$ cat src/rtl/pc_gen.sv
// Fetch program-counter generator: sequential advance, trap/branch redirects and
// a one-entry redirect buffer for stalls. Optional return-address stack under `PC_RAS_EN.
module pc_gen #(
  parameter int unsigned     XLEN      = 32,
  parameter logic [XLEN-1:0] RESET_VEC = 32'h0000_0000,
  parameter int unsigned     INC       = 4,
  parameter int unsigned     RAS_DEPTH = 4
) (
  input  logic            clk_i,
  input  logic            rst_ni,
  input  logic            enable_i,
  input  logic            redirect_i,
  input  logic [XLEN-1:0] redirect_pc_i,
  input  logic            trap_i,
  input  logic [XLEN-1:0] trap_vec_i,
  input  logic            call_i,
  input  logic            ret_i,
  output logic [XLEN-1:0] pc_o,
  output logic [XLEN-1:0] pc_plus_o,
  output logic            valid_o,
  output logic            pending_o,
  output logic            misalign_o,
  output logic            ras_empty_o
);

  typedef enum logic [1:0] {
    S_BOOT = 2'd0,
    S_RUN  = 2'd1,
    S_HOLD = 2'd2
  } state_e;

  state_e          state_q, state_d;
  logic [XLEN-1:0] pc_q, pc_d;
  logic [XLEN-1:0] pend_pc_q, pend_pc_d;
  logic            pend_trap_q, pend_trap_d;
  logic            misalign_q, misalign_d;

  logic            ras_pop;
  logic [XLEN-1:0] ras_top_pc;

  assign pc_o       = pc_q;
  assign pc_plus_o  = pc_q + XLEN'(INC);
  assign misalign_o = misalign_q;

  // ---------------------------------------------------------------------------
  // Control FSM
  // ---------------------------------------------------------------------------
  always_ff @(posedge clk_i) begin
    // NOTE: sequential state always uses non-blocking assignments so every
    // register samples the pre-edge values regardless of block ordering.
    if (!rst_ni) state_q <= S_BOOT;
    else         state_q <= state_d;
  end

  always_comb begin
    state_d = state_q;
    unique case (state_q)
      S_BOOT:  state_d = S_RUN;
      S_RUN:   if (!enable_i && (trap_i || redirect_i)) state_d = S_HOLD;
      S_HOLD:  if (enable_i) state_d = S_RUN;
      default: state_d = S_BOOT;
    endcase
  end

  always_comb begin
    valid_o   = (state_q != S_BOOT);
    pending_o = (state_q == S_HOLD);
  end

  // ---------------------------------------------------------------------------
  // Next-PC selection and redirect buffering
  // ---------------------------------------------------------------------------
  logic            load_en;
  logic [XLEN-1:0] load_pc;

  always_comb begin
    // NOTE: every variable gets a default before any branch, otherwise a path
    // that skips the assignment would infer a latch.
    pc_d        = pc_q;
    pend_pc_d   = pend_pc_q;
    pend_trap_d = pend_trap_q;
    misalign_d  = 1'b0;
    load_en     = 1'b0;
    load_pc     = '0;

    if (state_q != S_BOOT) begin
      if (enable_i) begin
        pend_pc_d   = '0;
        pend_trap_d = 1'b0;
        if (trap_i) begin
          load_en = 1'b1;
          load_pc = trap_vec_i;
        end else if (redirect_i) begin
          load_en = 1'b1;
          load_pc = redirect_pc_i;
        end else if (state_q == S_HOLD) begin
          load_en = 1'b1;
          load_pc = pend_pc_q;
        end else if (ras_pop) begin
          load_en = 1'b1;
          load_pc = ras_top_pc;
        end else begin
          pc_d = pc_plus_o;
        end
      end else begin
        // A buffered trap is never displaced by a later redirect.
        if (trap_i) begin
          pend_pc_d   = trap_vec_i;
          pend_trap_d = 1'b1;
        end else if (redirect_i && !((state_q == S_HOLD) && pend_trap_q)) begin
          pend_pc_d   = redirect_pc_i;
          pend_trap_d = 1'b0;
        end
      end

      if (load_en) begin
        pc_d       = {load_pc[XLEN-1:2], 2'b00};
        misalign_d = |load_pc[1:0];
      end
    end
  end

  always_ff @(posedge clk_i) begin
    if (!rst_ni) begin
      pc_q        <= RESET_VEC;
      pend_pc_q   <= '0;
      pend_trap_q <= 1'b0;
      misalign_q  <= 1'b0;
    end else begin
      pc_q        <= pc_d;
      pend_pc_q   <= pend_pc_d;
      pend_trap_q <= pend_trap_d;
      misalign_q  <= misalign_d;
    end
  end

  // ---------------------------------------------------------------------------
  // Return-address stack
  // ---------------------------------------------------------------------------
`ifdef PC_RAS_EN
  localparam int unsigned PTR_W = (RAS_DEPTH > 1) ? $clog2(RAS_DEPTH) : 1;
  localparam int unsigned CNT_W = $clog2(RAS_DEPTH + 1);

  logic [XLEN-1:0]  ras_mem_q [RAS_DEPTH];
  logic [PTR_W-1:0] ras_top_q, ras_top_d;
  logic [CNT_W-1:0] ras_cnt_q, ras_cnt_d;
  logic [PTR_W-1:0] top_inc, top_dec, ras_waddr;
  logic             ras_sample, ras_push, ras_flush, ras_we;

  // The stack only acts on a plain sequential fetch; any redirect takes over.
  assign ras_sample = (state_q == S_RUN) && enable_i && !trap_i && !redirect_i;
  assign ras_pop    = ras_sample && ret_i && (ras_cnt_q != '0);
  assign ras_push   = ras_sample && call_i;
  assign ras_flush  = (state_q != S_BOOT) && trap_i;
  assign ras_top_pc = ras_mem_q[ras_top_q];
  assign ras_empty_o = (ras_cnt_q == '0);

  assign top_inc = (ras_top_q == PTR_W'(RAS_DEPTH - 1)) ? '0 : ras_top_q + 1'b1;
  assign top_dec = (ras_top_q == '0) ? PTR_W'(RAS_DEPTH - 1) : ras_top_q - 1'b1;

  always_comb begin
    ras_top_d = ras_top_q;
    ras_cnt_d = ras_cnt_q;
    ras_we    = 1'b0;
    ras_waddr = ras_top_q;
    if (ras_flush) begin
      ras_top_d = '0;
      ras_cnt_d = '0;
    end else if (ras_pop && ras_push) begin
      ras_we = 1'b1;
    end else if (ras_pop) begin
      ras_top_d = top_dec;
      ras_cnt_d = ras_cnt_q - 1'b1;
    end else if (ras_push) begin
      // When full the pointer simply wraps onto the oldest entry.
      ras_top_d = top_inc;
      ras_waddr = top_inc;
      ras_we    = 1'b1;
      if (ras_cnt_q != CNT_W'(RAS_DEPTH)) ras_cnt_d = ras_cnt_q + 1'b1;
    end
  end

  always_ff @(posedge clk_i) begin
    if (!rst_ni) begin
      ras_top_q <= '0;
      ras_cnt_q <= '0;
    end else begin
      ras_top_q <= ras_top_d;
      ras_cnt_q <= ras_cnt_d;
    end
  end

  // NOTE: the storage array has no reset; the occupancy count alone decides
  // which entries are meaningful, so the array can map onto plain flops/RAM.
  always_ff @(posedge clk_i) begin
    if (ras_we) ras_mem_q[ras_waddr] <= pc_plus_o;
  end
`else
  logic ras_unused;

  assign ras_pop     = 1'b0;
  assign ras_top_pc  = '0;
  assign ras_empty_o = 1'b1;
  assign ras_unused  = call_i ^ ret_i ^ (RAS_DEPTH > 0);
`endif

endmodule

$ cat config.mk
export PLATFORM = sky130hd
export DESIGN_NAME = pc_gen
export DESIGN_NICKNAME = d
export VERILOG_FILES = /design/src/rtl/pc_gen.sv
export SDC_FILE = /design/constraint.sdc
export NUM_CORES = 1
export LEC_CHECK = 0
export ABC_AREA = 1
export ABC_CLOCK_PERIOD_IN_PS = 2040
export CAP_MARGIN = 20
export CORE_ASPECT_RATIO = 0.6
export CORE_UTILIZATION = 30
export CTS_CLUSTER_DIAMETER = 80
export CTS_CLUSTER_SIZE = 10
export DETAILED_ROUTE_END_ITERATION = 8
export PLACE_DENSITY_LB_ADDON = 0.3
export SLEW_MARGIN = 25
export SYNTH_ARGS = -nofsm -noshare
export SYNTH_HDL_FRONTEND = slang
export SYNTH_SLANG_ARGS = --single-unit
$ cat constraint.sdc
create_clock -name clk_i -period 2.04 [get_ports clk_i]
set_clock_uncertainty 0.1 [all_clocks]
set_input_delay 0.306 -clock clk_i [delete_from_list [all_inputs] [get_ports clk_i]]
set_output_delay 0.306 -clock clk_i [all_outputs]
set_load 0.005 [all_outputs]
==> results of run 1 <==
## layout make-up
cell class              instances  area [µm²]  area share, %
inverters                      40         155           2.04
repair buffers                277        2490           32.7
multi-input cells             546        3080           40.5
clock buffers                   9         225           2.96
well taps                     192         240           3.16
flip-flops and latches         66        1350           17.7
clock inverters                 7        68.8          0.905
## per-layer routing
metal / up-vias / share of wire, %
met5: - / 0
met4: 0 / 0.90
met3: 16 / 9.7
met2: 270 / 43
met1: 2573 / 47
li1: 2775 / -
## where the power goes
group	internal (W)	leakage (nW)	switching, W	total (W)
Combinational	0.000702	2.64	0.000655	0.00136
Sequential	0.00143	0.551	0.000110	0.00154
Clock	0.000943	0.142	0.000599	0.00154
## logic make-up (layout without fill, tap and decap cells)
family | count (synthesis) | in the layout | share of synthesized area [%]
adders and majority gates | 1 | 1 | 0.283
xor gates and xnor gates | 15 | 15 | 3.66
buffers and inverters | 85 | 333 | 9.41
DFF | 66 | 66 | 29.9
other | 2 | 5 | 0.170
AOI/OAI and AO/OA | 180 | 180 | 21.9
and+or+nand+nor | 345 | 345 | 34.7
## through the flow
stage	std cells	TNS [ns]	setup WS (ns)	util [%]
detailed placement	1059	-2.77	-0.243	46.0
global route	1137	-4.12	-0.254	54.3
CTS	1126	-1.88	-0.175	52.0
floorplan	697	0	0.411	-
global placement	1059	-2.04	-0.193	46.0
finish	1137	-2.20	-0.183	54.3
## layout by cell type (no fill, tap or decap), types with 6 or more instances in the layout
master | netlist | routed
nand2_1 | 172 | 134
buf_4 | 10 | 116
clkdlybuf4s50_1 | 0 | 102
nor2_1 | 96 | 86
o21ai_0 | 84 | 84
a21oi_1 | 75 | 75
dfxtp_1 | 66 | 52
nand2_2 | 2 | 32
inv_1 | 32 | 32
nand3_1 | 35 | 26
buf_6 | 6 | 26
buf_2 | 7 | 23
nor2_4 | 12 | 16
nor2_2 | 6 | 12
nand2_4 | 4 | 12
nand4_1 | 11 | 11
dfxtp_2 | 0 | 11
clkbuf_16 | 0 | 9
buf_12 | 0 | 9
xor2_2 | 4 | 8
o2111ai_1 | 8 | 8
nand3_2 | 0 | 7
inv_2 | 6 | 6
## critical path, cell delays in order (launching register included)
cell and delay [ns]:
dfxtp_4 0.36, buf_6 0.12, nand2_4 0.05, nor2_4 0.05, nand2_4 0.10, nor2_4 0.04, buf_6 0.12, nand2_2 0.06
nand2_2 0.07, buf_6 0.12, buf_4 0.11, buf_4 0.12, buf_4 0.12, buf_4 0.12, buf_4 0.12, buf_4 0.12
nand3_1 0.05, nand2_1 0.05, a21oi_1 0.14
## how the worst min path moves through the flow
stage / start / endpoint / slack, ns / cells after the start
2_1_floorplan: pend_trap_q / pend_trap_q / 0.34 / 2
3_3_place_gp: pend_trap_q / pend_trap_q / 0.35 / 2
3_5_place_dp: pend_trap_q / pend_trap_q / 0.36 / 2
4_1_cts: enable_i / pend_pc_q[1] / 0.30 / 4
5_1_grt: enable_i / pend_pc_q[1] / 0.34 / 4
6_report: enable_i / pend_pc_q[1] / 0.31 / 4
## cell usage after synthesis (7+ instances only)
cell / count / area, µm²
nand2_1: 172 / 646
nor2_1: 96 / 360
o21ai_0: 84 / 420
a21oi_1: 75 / 375
dfxtp_1: 66 / 1320
nand3_1: 35 / 175
inv_1: 32 / 120
clkbuf_1: 19 / 71.3
nor2_4: 12 / 135
nand4_1: 11 / 68.8
buf_4: 10 / 75.1
o2111ai_1: 8 / 70.1
buf_2: 7 / 35.0
xor2_1: 7 / 61.3
## registers in the layout, summed over array words and instances, names as in the netlist
register,flops
pend_pc_q,32
misalign_o,1
state_q,2
pend_trap_q,1
pc_o,30
## timing repair
action / CTS / global route
hold buffers: 0 / 0
gates resized for setup: 171 / 69
setup buffers: 51 / 15
pin swaps: 50 / 37
setup endpoints to repair: 28 / 29
==> impl_metrics.json, run 1 <==
{
  "grtUsageMet2_pct": 35.2,
  "dr.pass1.iters": 4,
  "fmax_ghz": 0.450,
  "num_vias": 5634,
  "die_area_um2": 15200,
  "cts_buffers": 9,
  "vdd_drop_max_mv": 0.366,
  "reg2regPathDepth": 18,
  "fin_ws_ns": -0.183,
  "crit_type": "reg -> reg",
  "io_pins": 139,
  "wl_per_cell_um": 15.5,
  "cp_data_arrival_time_ns": 2.39,
  "fin_nets": 1012,
  "overflow": 0,
  "dpl_cell_area_um2": 6440,
  "dp_hpwl_um": 12200,
  "diodes": 0,
  "violations": "setup timing",
  "routed_wl_um": 17700,
  "antenna_found_initial": 0,
  "syn_inst": 694,
  "grt_max_degree": 54,
  "drive_above_1_share_pct": 33.0,
  "ys_async_sr_fraction_pct": 0,
  "endpoint": "pc_o[19]",
  "ys.flop_type": "dfxtp_1",
  "hold_viol": 0,
  "io_buffers": 131,
  "worstSetupStartpoint": "pc_o[3]",
  "area_growth_pct": 72.3,
  "period_needed_ns": 2.22,
  "avgSynthCellArea_um2": 6.36,
  "die_w_um": 159,
  "gp_congestion": 0.918,
  "clock_path_buffers": 2,
  "drc_errors": 0,
  "synth_cell_types": 35,
  "outcome": "complete, but fails checks",
  "root_buffer": "clkbuf_16",
  "p_leak_nw": 3.33,
  "gr-usage-met3_pct": 6.03,
  "cts.sinks": 66,
  "final_area_um2": 7610,
  "p_per_area_nw_per_um2": 583,
  "rrSetupSlack_ns": -0.18,
  "ys_ff_latch": 66,
  "power.total_w": 0.00443,
  "period_share_pct": 109,
  "die_y_um": 96.0,
  "cp_max_fo": 3,
  "rr_endpoint": "pc_o[19]",
  "required_ns": 2.20,
  "grt_use_total_pct": 23.5,
  "grt_pass1_vias": 5257,
  "fillers": 1286,
  "cts_tree": "done",
  "max-cap-violations": 0,
  "cp-start-kind": "register",
  "h-tree-depth": 3,
  "start_util_pct": 31.5,
  "core_um2": 14000,
  "hold_ws_ns": 0.313,
  "setup-violations-final": 23,
  "seq_area_frac_synth_pct": 29.9,
  "grt_first_pass_wirelength_um": 27100,
  "rsz0062_at_grt": "yes",
  "drt-initial-drc-count": 351,
  "netlist_area_um2": 4420,
  "r2r-start": "pc_o[3]",
  "ys_warn_count": 0,
  "insertion_delay_ns": 0.33,
  "worstSetupEndpointType": "register",
  "min_path_type": "in -> reg",
  "slew_viol_final": 0,
  "ant_nets": 0,
  "met1_usage_pct": 33.5,
  "via_per_inst": 4.96,
  "clkSlewWorstSetupHoldPaths_ns": 0.06,
  "num_rows": 33,
  "synth-edff-count": 0,
  "grt_busiest_layer": "met2"
}
Note: power is estimated with default switching activity, not from simulation.
==> run 2: changes to the inputs <==
GPL_ROUTABILITY_DRIVEN = 0   (was not set)
==> results of run 2 <==
The final DEF is identical to that of run 1; final timing and power are the same.
==> run 3: changes to the inputs <==
MAX_ROUTING_LAYER = met4   (was not set)
==> impl_metrics.json, run 3 (synthesized netlist as in run 1, its figures left out) <==
{
  "outcome": "complete, but fails checks",
  "violations": "setup timing",
  "whs_path_depth": 4,
  "dp_hpwl_um": 12200,
  "drt-initial-drc-count": 367,
  "num_rows": 33,
  "grt_first_pass_wirelength_um": 27100,
  "fin_ws_ns": -0.182,
  "antenna_found_initial": 0,
  "reg2regPathDepth": 18,
  "drc_errors": 0,
  "vdd_drop_max_mv": 0.365,
  "max-cap-violations": 0,
  "via_per_inst": 4.96,
  "slew_viol_final": 0,
  "path_buf_inv": 9,
  "register_area_um2": 1340,
  "clock_path_buffers": 2,
  "rsz0062_at_grt": "yes",
  "crit_family": "buffers and inverters",
  "area_growth_pct": 73.4,
  "crit_type": "reg -> reg",
  "rrSetupSlack_ns": -0.18,
  "p_per_area_nw_per_um2": 580,
  "period_needed_ns": 2.22,
  "worstSetupEndpointType": "register",
  "die_area_um2": 15200,
  "hold_start": "enable_i",
  "die_w_um": 159,
  "wl_per_cell_um": 15.6,
  "die_y_um": 96.0,
  "cp_max_fo": 3,
  "multi_input_area_um2": 3100,
  "fin_nets": 1012,
  "mostFrequentLayoutCell": "nand2_1",
  "ant_nets": 0,
  "required_ns": 2.21,
  "diodes": 0,
  "cp-start-kind": "register",
  "ctsHoldBuffers": 0,
  "path_cells": "buf_6 -> nand2_4 -> nor2_4 -> nand2_4 -> nor2_4 -> buf_6 -> nand2_2 -> nand2_2 -> buf_6 -> buf_4 -> buf_4 -> buf_4 -> buf_4 -> buf_4 -> buf_4 -> nand3_2 -> nand2_1 -> a21oi_1",
  "cts_buffers": 9,
  "routed_wl_um": 17700,
  "p_leak_nw": 3.35,
  "core_um2": 14000,
  "min_path_type": "in -> reg",
  "io_pins": 139,
  "cp_slowest_cell": "dfxtp_4",
  "top_register": "pend_pc_q",
  "grt_use_total_pct": 24.2,
  "r2r-start": "pc_o[3]",
  "layout_common_cells": "nand2_1 (133), buf_4 (110), clkdlybuf4s50_1 (102)",
  "drive_above_1_share_pct": 33.2,
  "insertion_delay_ns": 0.33,
  "grt_pass1_vias": 5256,
  "cp_data_arrival_time_ns": 2.39,
  "cts.sinks": 66,
  "num_vias": 5642,
  "min_to": "pend_pc_q[1]",
  "io_buffers": 131,
  "power.total_w": 0.00444,
  "clkSlewWorstSetupHoldPaths_ns": 0.06,
  "period_share_pct": 109,
  "hold_viol": 0,
  "setup-violations-final": 23,
  "fillers": 1273,
  "cts_tree": "done",
  "cp_common_cell": "buf_4",
  "rr_endpoint": "pc_o[19]",
  "hold_ws_ns": 0.313,
  "slowest_delay_ns": 0.36,
  "overflow": 0,
  "start_util_pct": 31.5,
  "root_buffer": "clkbuf_16",
  "fmax_ghz": 0.450,
  "largest_register_ffs": 32,
  "h-tree-depth": 3,
  "dr.pass1.iters": 5,
  "grt_max_degree": 54
}
-- run 3: cell count changes in the layout (fill, tap and decap cells not counted), moves of 2 or more --
cell	delta
xnor2_4	+2
buf_6	+6
buf_4	-6
xnor2_2	-2
-- run 3: area by class of cell --
class,instances,share of cell area (%)
Tap cell,192,3.14
Clock inverter,7,0.899
Sequential cell,66,17.6
Inverter,40,2.03
Timing Repair Buffer,277,33.0
Multi-Input combinational cell,546,40.4
Clock buffer,9,2.94
-- run 3: worst reg2reg max path: stages (launching register included) --
cell,delay [ns]
dfxtp_4,0.36
buf_6,0.12
nand2_4,0.05
nor2_4,0.05
nand2_4,0.11
nor2_4,0.05
buf_6,0.13
nand2_2,0.06
nand2_2,0.07
buf_6,0.12
buf_4,0.11
buf_4,0.12
buf_4,0.12
buf_4,0.12
buf_4,0.12
buf_4,0.13
nand3_2,0.05
nand2_1,0.05
a21oi_1,0.13
-- run 3: report_power, final --
part	internal, W	switching (W)	leakage (nW)
registers	0.00143	0.000108	0.551
clock network	0.000943	0.000598	0.142
logic	0.000708	0.000658	2.66
-- run 3: per-layer routing --
| layer | up-vias | track usage (%) | wire length [µm] |
|---|---|---|---|
| li1 | 2781 | - | - |
| met4 | 0 | 4.73 | 212 |
| met3 | 20 | 6.12 | 1730 |
| met2 | 275 | 35.3 | 7500 |
| met5 | - | - | 0 |
| met1 | 2566 | 33.5 | 8250 |
-- run 3: stage by stage --
stage	cells	util, %	area [µm²]	setup WS (ns)	setup TNS [ns]
floorplan	697	-	4430	0.411	0
global placement	1059	46.0	6440	-0.193	-2.04
detailed placement	1059	46.0	6440	-0.243	-2.77
CTS	1126	52.0	7270	-0.175	-1.88
global route	1137	54.7	7650	-0.254	-3.85
finish	1137	54.7	7650	-0.182	-2.18
-- run 3: repair_timing --
item / CTS / global route
buffers inserted: 51 / 16
resized for setup: 171 / 76
endpoints found under the setup margin: 28 / 29
pin swaps: 50 / 39
-- run 3: how the worst max path moves through the flow --
stage	start	endpoint	slack [ns]	cells after the start
floorplan	pc_o[2]	pc_plus_o[26]	0.41	8
global placement	pc_o[2]	pc_plus_o[12]	-0.19	7
detailed placement	pc_o[2]	pc_plus_o[12]	-0.24	7
CTS	pc_o[3]	pc_plus_o[12]	-0.18	8
global route	pc_o[3]	pc_o[19]	-0.25	18
finish	pc_o[3]	pc_o[19]	-0.18	18
